<file path="src/rtl/stack_bus_master.sv">
// ----------------------------------------------------------------------------
// stack_bus_master
//
// Turns single commands into strobed bus cycles on a small memory-mapped
// register block at 0xFC00..0xFC03. Each accepted command runs through
// IDLE -> SETUP -> STROBE -> HOLD and returns to IDLE. That is four clocks
// including the accept cycle. Every bus-facing output is registered.
//
// Ports
//   clk        : clock; all state changes on the rising edge
//   rst        : asynchronous active-high reset
//   cmd_valid  : command request
//   cmd_ready  : high in IDLE (registered); accept = cmd_valid & cmd_ready
//   cmd_op     : 0 LOAD0, 1 LOAD1, 2 STEP, 3 ENABLE, 4 READ0, 5 READ1,
//                6-7 reserved (accepted as no-ops)
//   cmd_data   : write payload
//   rsp_valid  : one-cycle pulse (HOLD) when read data is captured
//   rsp_data   : last captured read data, held until the next read
//   a          : bus address
//   d_out      : bus write data
//   d_oe       : high while this block drives the data bus
//   d_in       : bus read data
//   n_we       : active-low write strobe
//   n_oe       : active-low read strobe
// ----------------------------------------------------------------------------
module stack_bus_master (
    input  logic        clk,
    input  logic        rst,
    input  logic        cmd_valid,
    output logic        cmd_ready,
    input  logic [2:0]  cmd_op,
    input  logic [7:0]  cmd_data,
    output logic        rsp_valid,
    output logic [7:0]  rsp_data,
    output logic [15:0] a,
    output logic [7:0]  d_out,
    output logic        d_oe,
    input  logic [7:0]  d_in,
    output logic        n_we,
    output logic        n_oe
);

    typedef enum logic [1:0] {
        IDLE   = 2'd0,
        SETUP  = 2'd1,
        STROBE = 2'd2,
        HOLD   = 2'd3
    } state_t;

    state_t      r_state;
    logic        r_ready;
    logic        r_is_wr;
    logic        r_is_rd;
    logic [15:0] r_a;
    logic [7:0]  r_dout;
    logic        r_doe;
    logic        r_nwe;
    logic        r_noe;
    logic        r_rsp_valid;
    logic [7:0]  r_rsp_data;

    logic        w_accept;
    logic        w_is_wr;
    logic        w_is_rd;
    logic [15:0] w_addr;

    assign w_accept = cmd_valid && r_ready;

    // Opcode decode. Reserved opcodes are neither read nor write. They keep
    // the address at 0x0000, so nothing on the bus changes while they run.
    always_comb begin
        w_is_wr = 1'b0;
        w_is_rd = 1'b0;
        w_addr  = 16'h0000;
        case (cmd_op)
            3'd0: begin w_is_wr = 1'b1; w_addr = 16'hFC00; end
            3'd1: begin w_is_wr = 1'b1; w_addr = 16'hFC01; end
            3'd2: begin w_is_wr = 1'b1; w_addr = 16'hFC02; end
            3'd3: begin w_is_wr = 1'b1; w_addr = 16'hFC03; end
            3'd4: begin w_is_rd = 1'b1; w_addr = 16'hFC00; end
            3'd5: begin w_is_rd = 1'b1; w_addr = 16'hFC01; end
            default: begin
                w_is_wr = 1'b0;
                w_is_rd = 1'b0;
                w_addr  = 16'h0000;
            end
        endcase
    end

    // The async reset branch releases the strobes as soon as rst rises and
    // abandons any command in flight. cmd_ready is a register, so it stays
    // low through reset and comes up on the first edge after release.
    always_ff @(posedge clk or posedge rst) begin
        if (rst) begin
            r_state     <= IDLE;
            r_ready     <= 1'b0;
            r_is_wr     <= 1'b0;
            r_is_rd     <= 1'b0;
            r_a         <= 16'h0000;
            r_dout      <= 8'h00;
            r_doe       <= 1'b0;
            r_nwe       <= 1'b1;
            r_noe       <= 1'b1;
            r_rsp_valid <= 1'b0;
            r_rsp_data  <= 8'h00;
        end else begin
            case (r_state)
                IDLE: begin
                    r_rsp_valid <= 1'b0;
                    r_nwe       <= 1'b1;
                    r_noe       <= 1'b1;
                    if (w_accept) begin
                        // Latch everything now; later cmd_* changes are ignored.
                        r_state <= SETUP;
                        r_ready <= 1'b0;
                        r_is_wr <= w_is_wr;
                        r_is_rd <= w_is_rd;
                        r_a     <= w_addr;
                        r_dout  <= w_is_wr ? cmd_data : 8'h00;
                        r_doe   <= w_is_wr;
                    end else begin
                        r_ready <= 1'b1;
                    end
                end
                SETUP: begin
                    r_state <= STROBE;
                    r_nwe   <= ~r_is_wr;
                    r_noe   <= ~r_is_rd;
                end
                STROBE: begin
                    r_state <= HOLD;
                    r_nwe   <= 1'b1;
                    r_noe   <= 1'b1;
                    if (r_is_rd) begin
                        r_rsp_data  <= d_in;
                        r_rsp_valid <= 1'b1;
                    end
                end
                HOLD: begin
                    r_state     <= IDLE;
                    r_ready     <= 1'b1;
                    r_rsp_valid <= 1'b0;
                    r_a         <= 16'h0000;
                    r_dout      <= 8'h00;
                    r_doe       <= 1'b0;
                    r_is_wr     <= 1'b0;
                    r_is_rd     <= 1'b0;
                end
                default: begin
                    r_state <= IDLE;
                    r_ready <= 1'b1;
                    r_nwe   <= 1'b1;
                    r_noe   <= 1'b1;
                end
            endcase
        end
    end

    assign cmd_ready = r_ready;
    assign rsp_valid = r_rsp_valid;
    assign rsp_data  = r_rsp_data;
    assign a         = r_a;
    assign d_out     = r_dout;
    assign d_oe      = r_doe;
    assign n_we      = r_nwe;
    assign n_oe      = r_noe;

endmodule

</file>
<file path="config.mk">
export PLATFORM = sky130hd
export DESIGN_NAME = stack_bus_master
export DESIGN_NICKNAME = d
export VERILOG_FILES = /design/src/rtl/stack_bus_master.sv
export SDC_FILE = /design/constraint.sdc
export NUM_CORES = 1
export LEC_CHECK = 0
export CORE_MARGIN = 10
export CORE_UTILIZATION = 25
export CTS_BUF_LIST = sky130_fd_sc_hd__clkbuf_16
export DETAILED_ROUTE_END_ITERATION = 8
export HOLD_SLACK_MARGIN = 0.02
export PLACE_DENSITY = 0.58
export SYNTH_ARGS = -nofsm -noshare
export SYNTH_HDL_FRONTEND = slang
export SYNTH_SLANG_ARGS = --single-unit
</file>
<file path="constraint.sdc">
create_clock -name clk -period 1.65 [get_ports clk]
set_input_delay 0.33 -clock clk [delete_from_list [all_inputs] [get_ports clk]]
set_output_delay 0.33 -clock clk [all_outputs]
set_load 0.02 [all_outputs]
</file>
; ---- Word-level counts from Yosys, hierarchy flattened
; Index checks and enable logic that the tools add are counted.
[classes]
multipliers = 0
addsub = 0
shift = 0
div_mod_pow = 0
n_reduce_logical = 15
eq_ne = 10
n_bitwise = 2
n_mux = 20
order_cmp = 0
[op_table]
columns = operator, count
row1 = $pmux 16 s4, 1
row2 = $pmux 16 s2, 1
row3 = $mux 16, 1
row4 = $mux 8, 2
row5 = $pmux 8 s2, 1
row6 = $pmux 1 s2, 6
row7 = $reduce_or 2->1, 5
row8 = $pmux 2 s4, 1
row9 = $eq 3x2->1 const B, 2
row10 = $eq 3x3->1 const B, 2
row11 = $mux 1, 6
row12 = $reduce_and 2->1, 3
row13 = $reduce_bool 2->1, 3
row14 = $eq 2x2->1 const B, 2
row15 = $ne 2x2->1 const B, 2
row16 = $reduce_or 4->1, 1
row17 = $eq 3x1->1 const B, 1
row18 = $logic_not 3->1, 1
row19 = $eq 2x1->1 const B, 1
row20 = $logic_not 2->1, 1
row21 = $mux 2, 1
row22 = $not 1->1, 2
row23 = $logic_and 1x1->1, 1
[word_totals]
romBits = 0
mem_count = 0
ramBits = 0
output_inout_bits = 37
register_bits = 40
latchBits = 0
in_bits = 22

; ---- Depth between registers and ports, before layout
; Gate-level depths: netlist of run 1.
[depth]
depth_word = 6
depth_mapped = 6
ltp_nobuf = 5

; ---- Worst setup path before layout of run 1
; No wires, ideal clock.
[synth_path]
path_type = register to register
from = reg r_state[0]
to = reg r_a[1] (netlist: a[1])
setup_ns = 0.121
stages_incl_launch_ff = 7
t_required_ns = 1.529
n_path_buf = 1
arrival_time_ns = 1.285
path_slack_ns = 0.244
cell_sequence = dfrtp_1 inv_1 ha_1 nor2_1 a21o_1 buf_2 a22o_1
[synth_between]
elab_chain_cells = 3
[synth_rtl]
columns = element, line_no
row1 = from (decl), 50  ; state_t r_state;
row2 = from (signal assigned), 95  ; r_state <= IDLE;
row3 = from (signal assigned), 114  ; r_state <= SETUP;
row4 = from (signal assigned), 126  ; r_state <= STROBE;
row5 = $eq 2x2->1 / $logic_not 2->1 (equally long branches), 107  ; case (r_state)
row6 = $reduce_bool 2->1 (no source line) / $ne 2x2->1 (equally long branches), --
row7 = $reduce_and 2->1 (no source line), --
row8 = to (signal assigned), 118  ; r_a <= w_addr;
row9 = to (decl), 54  ; logic [15:0] r_a;
; Several ways; a longest one is shown, not always the timed one.
; A chain may end at the register's enable or synchronous reset.

; ---- Worst setup path after layout of run 1
[layout_path]
from = reg r_a[1] (netlist: a[1])
to = out a[1]
[layout_rtl]
columns = element, line_no
row1 = to (decl), 35  ; output logic [15:0] a,
; No word-level cell between the ends.

==> impl_metrics.toml, run 1 <==
[floorplanning]
core_area_mm2 = 0.00469
ios = 59
dieArea_mm2 = 0.00801
initial_core_util = 0.257
die_h_um = 89.5
die_w_um = 89.5
core.rowCount = 25

[grt]
grt_usage = 0.0754
grt_pass1_wl_mm = 4.72
overflow = 0
grt_pass1_vias = 970
antenna_found_initial = 0
grt_max_degree = 15

[worst_setup_path]
arrival_ps = 1250
cp-end-kind = "output pin"
crit_path_start_kind = "flip-flop"
path_class = "reg -> out"
critPathMaxFanout = 2
cp_num_buf_inv = 1
r2r_cells = 4
critical_path.max_stage_delay_ps = 630
r2r_end = "rsp_data[0]"
crit_chain = "clkdlybuf4s50_1"
r2r_setup_slack_ps = 160
critPathTopFamily = "buffers and inverters"
worstPathRequired_ps = 1320
reg2reg_from = "r_state[0]"
crit_slowest_cell = "clkdlybuf4s50_1"

[placement]
pre_cts_ws_ps = 0.345
io_buffers = 50
gp_congestion = 0.704
dp_hpwl_mm = 2.48

[clock_network]
clk_pin_slew_ps = 60
clock_latency_ps = 260
cts_tree = "yes"
cts_setup_buffers = 0
numClockSinks = 27
cts_buffers = 3
root_buffer = "clkbuf_16"
clockBufferDepth = 2
htreeDepth = 1

[run]
max_cap_viol_count = 0

[power_and_ir_drop]
vdd_drop_max_mv = 0.684
netSwitchingFraction = 0.375
leakage_nw = 0.865
clkPwrFrac = 0.165
comb_power_share = 0.494
p_int_mw = 2.02
seq_power_share = 0.341
switching_power_mw = 1.21
power_density_mw_per_mm2 = 1780

[status]
status = "finished clean"

[detailed_routing]
ant_nets = 0
postRouteWirelength_mm = 3.08
wire_per_inst_um = 15.3
drtIter0Drc = 24
num_vias = 866
drc_errors = 0
via_per_inst = 4.31
drt_first_pass_iters = 4

[finish]
antennaDiodeCount = 0
final_cell_mix = "40 x clkdlybuf4s50_1, 25 x dfrtp_1, 11 x mux2_2, 9 x a22o_1"
final_common_cell = "clkdlybuf4s50_1"
area_delta_synth_final_pct = 50.6
nets = 174
drive_gt1_frac = 0.156

[sta]
fin_ws_ps = 73.7
setup-violations-final = 0
hold_viol = 0
rsz0062_at_grt = "false"
fmaxAchievable_ghz = 0.634
fin_setup_tns_ps = 0
final.setup_skew_ps = 2.55
slew_violations = 0
finalCritPeriodShare = 0.955
period_needed_ps = 1580

[synth]
synth.distinct_cells = 24
ys.flop_type = "dfrtp_1"
synth-seq-cells = 27
async_flop_share = 1.00
syn_avg_cell_area_um2 = 12.6
synth_seq_area_share = 0.562
synth_edf_count = 0
synth_area_mm2 = 0.00121
yosys_warnings = 0
synthCells = 96

[worst_hold_path]
hold_path_class = "in -> async"
power by group through the flow:
stage                     Combinational, mW  Sequential, mW  Clock, mW
after floorplan                       0.694            1.37          0
after global placement                 1.60            1.10          0
after detailed placement               1.63            1.11          0
after CTS                              1.60            1.11      0.545
after global routing                   1.73            1.15      0.573
final                                  1.60            1.10      0.533
through the flow:
step / utilization / power (mW) / cell area [µm²] / hold WS (ps) / std cells
after floorplan: - / 2.06 / 1230 / 381 / 103
after global placement: 0.367 / 2.71 / 1720 / 485 / 196
after detailed placement: 0.367 / 2.75 / 1720 / 478 / 196
after CTS: 0.382 / 3.25 / 1790 / 349 / 200
after global routing: 0.387 / 3.44 / 1820 / 374 / 201
final: 0.387 / 3.23 / 1820 / 333 / 201
worst max path at each step:
stage | from | endpoint | slack, ps | cells past startpoint
after CTS | cmd_ready | cmd_ready | 10 | 1
final | a[1] | a[1] | 70 | 1
after global routing | r_state[0] | d_out[4] | 20 | 5
after detailed placement | cmd_valid | d_out[7] | 0.3 | 4
after floorplan | r_state[0] | a[1] | 240 | 6
after global placement | cmd_valid | d_out[0] | 50 | 4
sequential cells by signal, indices dropped and copies added (netlist names):
signal,count
d_out,8
rsp_data,8
a,3
r_state,2
cmd_ready,1
d_oe,1
n_oe,1
n_we,1
r_is_rd,1
rsp_valid,1
layer usage:
layer	part of all wire	wire length [µm]	GRT usage
met4	0.0052	16	0.0217
met2	0.47	1440	0.123
met1	0.39	1200	0.0797
met3	0.14	422	0.0456
met5	0	0	0
synth_stat cells (2+ instances only):
master | count | area share
dfrtp_1 | 25 | 0.52
buf_4 | 13 | 0.081
mux2_2 | 11 | 0.10
a22o_1 | 9 | 0.065
nand2_1 | 8 | 0.025
ha_1 | 4 | 0.041
inv_1 | 4 | 0.012
a21o_1 | 3 | 0.019
a21oi_1 | 2 | 0.0083
dfstp_2 | 2 | 0.044
nor2_1 | 2 | 0.0062
cell families (layout without fill, tap and decap cells):
| kind of cell | after synthesis | after routing | share of synthesized area |
|---|---|---|---|
| AO/OA/AOI/OAI | 18 | 18 | 0.116 |
| other | 1 | 8 | 0.00311 |
| adder cells (fa/ha/maj) | 4 | 4 | 0.0415 |
| multiplexers | 11 | 11 | 0.103 |
| flip-flops | 27 | 27 | 0.562 |
| AND/OR/NAND/NOR | 17 | 18 | 0.0777 |
| buffers and inverters | 18 | 61 | 0.0974 |
cell type report:
| type | instances | area (µm²) |
|---|---|---|
| fill | 461 | 2870 |
| sequential | 27 | 678 |
| timing repair buffer | 53 | 518 |
| multi-input combinational | 59 | 460 |
| clock buffer | 3 | 75.1 |
| tap | 54 | 67.6 |
| inverter | 4 | 15.0 |
| clock inverter | 1 | 3.75 |
repair_timing:
action | CTS | global route
pin swaps | 0 | 1
hold buffers | 0 | 0
gates cloned | 0 | 1
endpoints found under the setup margin | 8 | 14
resized for setup | 8 | 5
No activity file was read; power rests on OpenSTA's default activity.
==> run 2: changes to the inputs <==
--- a/config.mk
+++ b/config.mk
@@ -5,12 +5,13 @@
 export SDC_FILE = /design/constraint.sdc
 export NUM_CORES = 1
 export LEC_CHECK = 0
+export ABC_AREA = 1
 export CORE_MARGIN = 10
 export CORE_UTILIZATION = 25
 export CTS_BUF_LIST = sky130_fd_sc_hd__clkbuf_16
 export DETAILED_ROUTE_END_ITERATION = 8
 export HOLD_SLACK_MARGIN = 0.02
-export PLACE_DENSITY = 0.58
+export PLACE_DENSITY = 0.57
 export SYNTH_ARGS = -nofsm -noshare
 export SYNTH_HDL_FRONTEND = slang
 export SYNTH_SLANG_ARGS = --single-unit
==> impl_metrics.toml, run 2 <==
[status]
status = "finished clean"

[finish]
final_util = 0.385
drive_gt1_frac = 0.0794
stdcell_area_mm2 = 0.00186
final_cell_mix = "43 x nand2_1, 40 x clkdlybuf4s50_1, 25 x dfrtp_1, 24 x nand3_1, 9 x dlygate4sd2_1"
final_common_cell = "nand2_1"
antennaDiodeCount = 0
area_delta_synth_final_pct = 45.7
nets = 216

[placement]
dp_hpwl_mm = 2.51
gp_congestion = 0.748
io_buffers = 50
placed_area_mm2 = 0.00179
pre_cts_ws_ps = 127

[floorplanning]
die_w_um = 91.6
dieArea_mm2 = 0.00838
core_area_mm2 = 0.00485
die_h_um = 91.6
core.rowCount = 25
ios = 59
initial_core_util = 0.264

[power_and_ir_drop]
comb_power_share = 0.522
switching_power_mw = 1.56
clkPwrFrac = 0.149
seq_power_share = 0.329
power_density_mw_per_mm2 = 1980
vdd_drop_max_mv = 0.655
netSwitchingFraction = 0.421
leakage_nw = 0.932
p_int_mw = 2.14

[sta]
final.setup_skew_ps = 8.14
fin_ws_ps = 65.0
fin_hold_ws_ps = 388
period_needed_ps = 1590
rsz0062_at_grt = "false"
finalCritPeriodShare = 0.961
fin_setup_tns_ps = 0
setup-violations-final = 0
slew_violations = 0
fmaxAchievable_ghz = 0.631
hold_viol = 0

[worst_setup_path]
cp-startpoint = "a[0]"
path_class = "reg -> out"
reg2reg_from = "r_state[0]"
crit_chain = "clkdlybuf4s50_1"
cp_num_buf_inv = 1
arrival_ps = 1260
crit_slowest_cell = "clkdlybuf4s50_1"
critical_path.max_stage_delay_ps = 620
cp-end-kind = "output pin"
critPathTopFamily = "buffers and inverters"
worstPathRequired_ps = 1320
crit_path_start_kind = "flip-flop"
critPathMaxFanout = 2

[detailed_routing]
postRouteWirelength_mm = 3.34
wire_per_inst_um = 13.1
ant_nets = 0
num_vias = 1032
drt_first_pass_iters = 4
drtIter0Drc = 47
via_per_inst = 4.03
drc_errors = 0

[synth]
yosys_warnings = 0
ys.flop_type = "dfrtp_1"
syn_avg_cell_area_um2 = 9.01
synth-seq-cells = 27
synth_area_mm2 = 0.00128
synth_top_area_cell = "dfrtp_1"
synthTopCellsByCount = "43 x nand2_1, 25 x dfrtp_1, 24 x nand3_1, 13 x buf_4, 7 x inv_1"
synth_seq_area_share = 0.530
synthCells = 142
async_flop_share = 1.00
synth.distinct_cells = 20
synth_area_leaders = "dfrtp_1 49%, nand2_1 13%, nand3_1 9.4%, buf_4 7.6%, dfstp_2 4.1%"
yosysMostFrequentCell = "nand2_1"
synth_edf_count = 0
yosys.area.top_type_share = 0.489

[clock_network]
ctsHoldBuffers = 0
htreeDepth = 1
cts_buffers = 3
clk_pin_slew_ps = 70
numClockSinks = 27
cts_setup_buffers = 0
root_buffer = "clkbuf_16"
cts_tree = "yes"
clockBufferDepth = 2
clock_latency_ps = 260

[worst_hold_path]
hold_path_class = "in -> async"

[run]
max_cap_viol_count = 0

[grt]
grt_max_degree = 28
grt_pass1_wl_mm = 5.35
grt_pass1_vias = 1062
antenna_found_initial = 0
overflow = 0
grt_usage = 0.0782
## run 2: changes by cell type in the layout (fill, tap and decap cells not counted), moves of 3 or more
| cell | before | now |
|---|---|---|
| nand2_1 | 8 | 43 |
| nand3_1 | 1 | 24 |
| mux2_2 | 11 | 0 |
| a22o_1 | 9 | 0 |
| a21o_1 | 3 | 0 |
| o21ai_0 | 1 | 4 |
## run 2: worst paths after layout
kind,endpoint,slack [ps],cells after the start
setup / recovery,a[0],60,1
hold / removal,d_out[7],390,3
setup reg to reg,r_is_rd,250,6
hold reg to reg,rsp_data[7],480,2
max in group asynchronous,n_oe,1020,3
min in group clk,rsp_data[7],480,2
## run 2: routing by layer
layer / routed length (µm) / vias up / GRT usage
li1: - / 529 / -
met2: 1570 / 27 / 0.117
met3: 256 / 2 / 0.0321
met1: 1490 / 474 / 0.0981
met5: 0 / - / 0
met4: 19 / 0 / 0.0274
## run 2: layout make-up
class | count | area [µm²]
Inverter | 9 | 33.8
Timing Repair Buffer | 52 | 519
Clock inverter | 1 | 5.00
Fill cell | 512 | 2980
Clock buffer | 3 | 75.1
Sequential cell | 27 | 678
Tap cell | 67 | 83.8
Multi-Input combinational cell | 97 | 469
## run 2: kinds of logic after synthesis
kind of cell	share of synthesized area
AO/OA/AOI/OAI	0.0371
adder cells (fa/ha/maj)	0.0391
buffers and inverters	0.124
flip-flops	0.530
other	0.00293
AND/OR/NAND/NOR	0.267
## run 2: stage by stage
step	cells	total power [mW]
floorplan	149	2.43
global placement	252	3.26
detailed placement	252	3.28
CTS	256	3.77
global route	256	3.99
finish	256	3.70
## run 2: power by group through the flow
stage | Sequential [mW] | Combinational, mW | Clock, mW
floorplan | 1.56 | 0.877 | 0
finish | 1.22 | 1.93 | 0.551
global route | 1.27 | 2.11 | 0.604
CTS | 1.22 | 1.98 | 0.569
detailed placement | 1.24 | 2.04 | 0
global placement | 1.23 | 2.04 | 0
## run 2: timing repair
item	4_1_cts	5_1_grt
endpoints found under the setup margin	9	1
gates resized for setup	9	1
hold endpoints to repair	0	0
==> run 3: changes to the inputs <==
--- a/config.mk
+++ b/config.mk
@@ -6,7 +6,6 @@
 export NUM_CORES = 1
 export LEC_CHECK = 0
 export ABC_AREA = 1
-export CORE_MARGIN = 10
 export CORE_UTILIZATION = 25
 export CTS_BUF_LIST = sky130_fd_sc_hd__clkbuf_16
 export DETAILED_ROUTE_END_ITERATION = 8
==> impl_metrics.toml, run 3 (same netlist as run 2, synthesis figures left out) <==
[detailed_routing]
postRouteWirelength_mm = 2.71
num_vias = 1037
wl_met3_um = 172
drt_first_pass_iters = 4
drtIter0Drc = 40
ant_nets = 0
top_layer = "met4"
met1Wirelength_mm = 1.19
drc_errors = 0
via_per_inst = 4.05
wire_per_inst_um = 10.6
met2_length_mm = 1.30

[clock_network]
root_buffer = "clkbuf_16"
clockBufferDepth = 2
numClockSinks = 27
cts_setup_buffers = 0
cts_buffers = 3
ctsHoldBuffers = 0
clk_pin_slew_ps = 70
clock_latency_ps = 260
htreeDepth = 1
cts_tree = "yes"

[grt]
grt_max_degree = 28
grt_pass1_vias = 1005
grt_usage = 0.112
overflow = 0
antenna_found_initial = 0
grt_pass1_wl_mm = 4.70

[worst_setup_path]
worstPathRequired_ps = 1320
crit_path_start_kind = "flip-flop"
r2r_end = "r_is_rd"
r2r_cells = 6
crit_slowest_cell = "clkdlybuf4s50_1"
critPathTopFamily = "buffers and inverters"
cp-end-kind = "output pin"
path_depth = 1
crit_chain = "clkdlybuf4s50_1"
critPathMaxFanout = 2
reg2reg_from = "r_state[0]"
path_class = "reg -> out"
arrival_ps = 1240
cp_num_buf_inv = 1
r2r_setup_slack_ps = 270
cp-startpoint = "d_out[0]"
critical_path.max_stage_delay_ps = 620

[power_and_ir_drop]
comb_power_share = 0.515
power_density_mw_per_mm2 = 1980
vdd_drop_max_mv = 0.714
leakage_nw = 0.927
p_int_mw = 2.14
clkPwrFrac = 0.150
seq_power_share = 0.336
switching_power_mw = 1.52
power_mw = 3.66
netSwitchingFraction = 0.416

[status]
status = "finished clean"

[finish]
final_util = 0.384
stdcell_area_mm2 = 0.00185
area_delta_synth_final_pct = 44.7
antennaDiodeCount = 0
final_common_cell = "nand2_1"
drive_gt1_frac = 0.0794
final_cell_mix = "43 x nand2_1, 40 x clkdlybuf4s50_1, 25 x dfrtp_1, 24 x nand3_1, 9 x dlygate4sd2_1"
nets = 216

[floorplanning]
dieArea_mm2 = 0.00541
initial_core_util = 0.266
die_w_um = 73.6
ios = 59
core.rowCount = 25
die_h_um = 73.6
core_area_mm2 = 0.00482

[sta]
hold_viol = 0
rsz0062_at_grt = "false"
fin_ws_ps = 78.4
period_needed_ps = 1570
fin_setup_tns_ps = 0
fmaxAchievable_ghz = 0.636
final.setup_skew_ps = 2.65
finalCritPeriodShare = 0.952
setup-violations-final = 0
slew_violations = 0

[placement]
pre_cts_ws_ps = 141
placed_area_mm2 = 0.00178
dp_hpwl_mm = 1.99
gp_congestion = 0.734
io_buffers = 50

[worst_hold_path]
hold_path_class = "in -> async"

[run]
max_cap_viol_count = 0
run 3: layout make-up:
| cell class | count | area (µm²) |
|---|---|---|
| Inverter | 9 | 33.8 |
| Multi-Input combinational cell | 97 | 469 |
| Fill cell | 504 | 2970 |
| Timing Repair Buffer | 52 | 507 |
| Clock inverter | 1 | 5.00 |
| Tap cell | 67 | 83.8 |
| Clock buffer | 3 | 75.1 |
| Sequential cell | 27 | 678 |
run 3: what timing repair did:
action                                  CTS  global route
gates cloned                              0             0
endpoints found under the setup margin    9             1
resized for setup                         9             1
run 3: worst max path at each step:
stage	endpoint	slack (ps)
after CTS	d_oe	10
after global routing	d_out[0]	30
final	d_out[0]	80
after floorplan	a[0]	460
after detailed placement	r_is_rd	140
after global placement	r_is_rd	150
run 3: power by group through the flow:
| stage | clock [mW] | combinational [mW] | sequential [mW] |
|---|---|---|---|
| finish | 0.548 | 1.88 | 1.23 |
| global route | 0.592 | 2.08 | 1.28 |
| CTS | 0.573 | 1.92 | 1.24 |
| detailed placement | 0 | 1.99 | 1.24 |
| global placement | 0 | 1.98 | 1.24 |
| floorplan | 0 | 0.877 | 1.56 |
run 3: routing by layer:
metal  GRT usage  vias up
met1       0.144      471
li1            -      528
met5           0        -
met4      0.0449        0
met3      0.0274        5
met2       0.181       33
run 3: per-stage QoR:
step / instances / hold WS, ps
2_1_floorplan: 149 / 381
3_3_place_gp: 252 / 464
3_5_place_dp: 252 / 472
4_1_cts: 256 / 436
5_1_grt: 256 / 476
6_report: 256 / 419
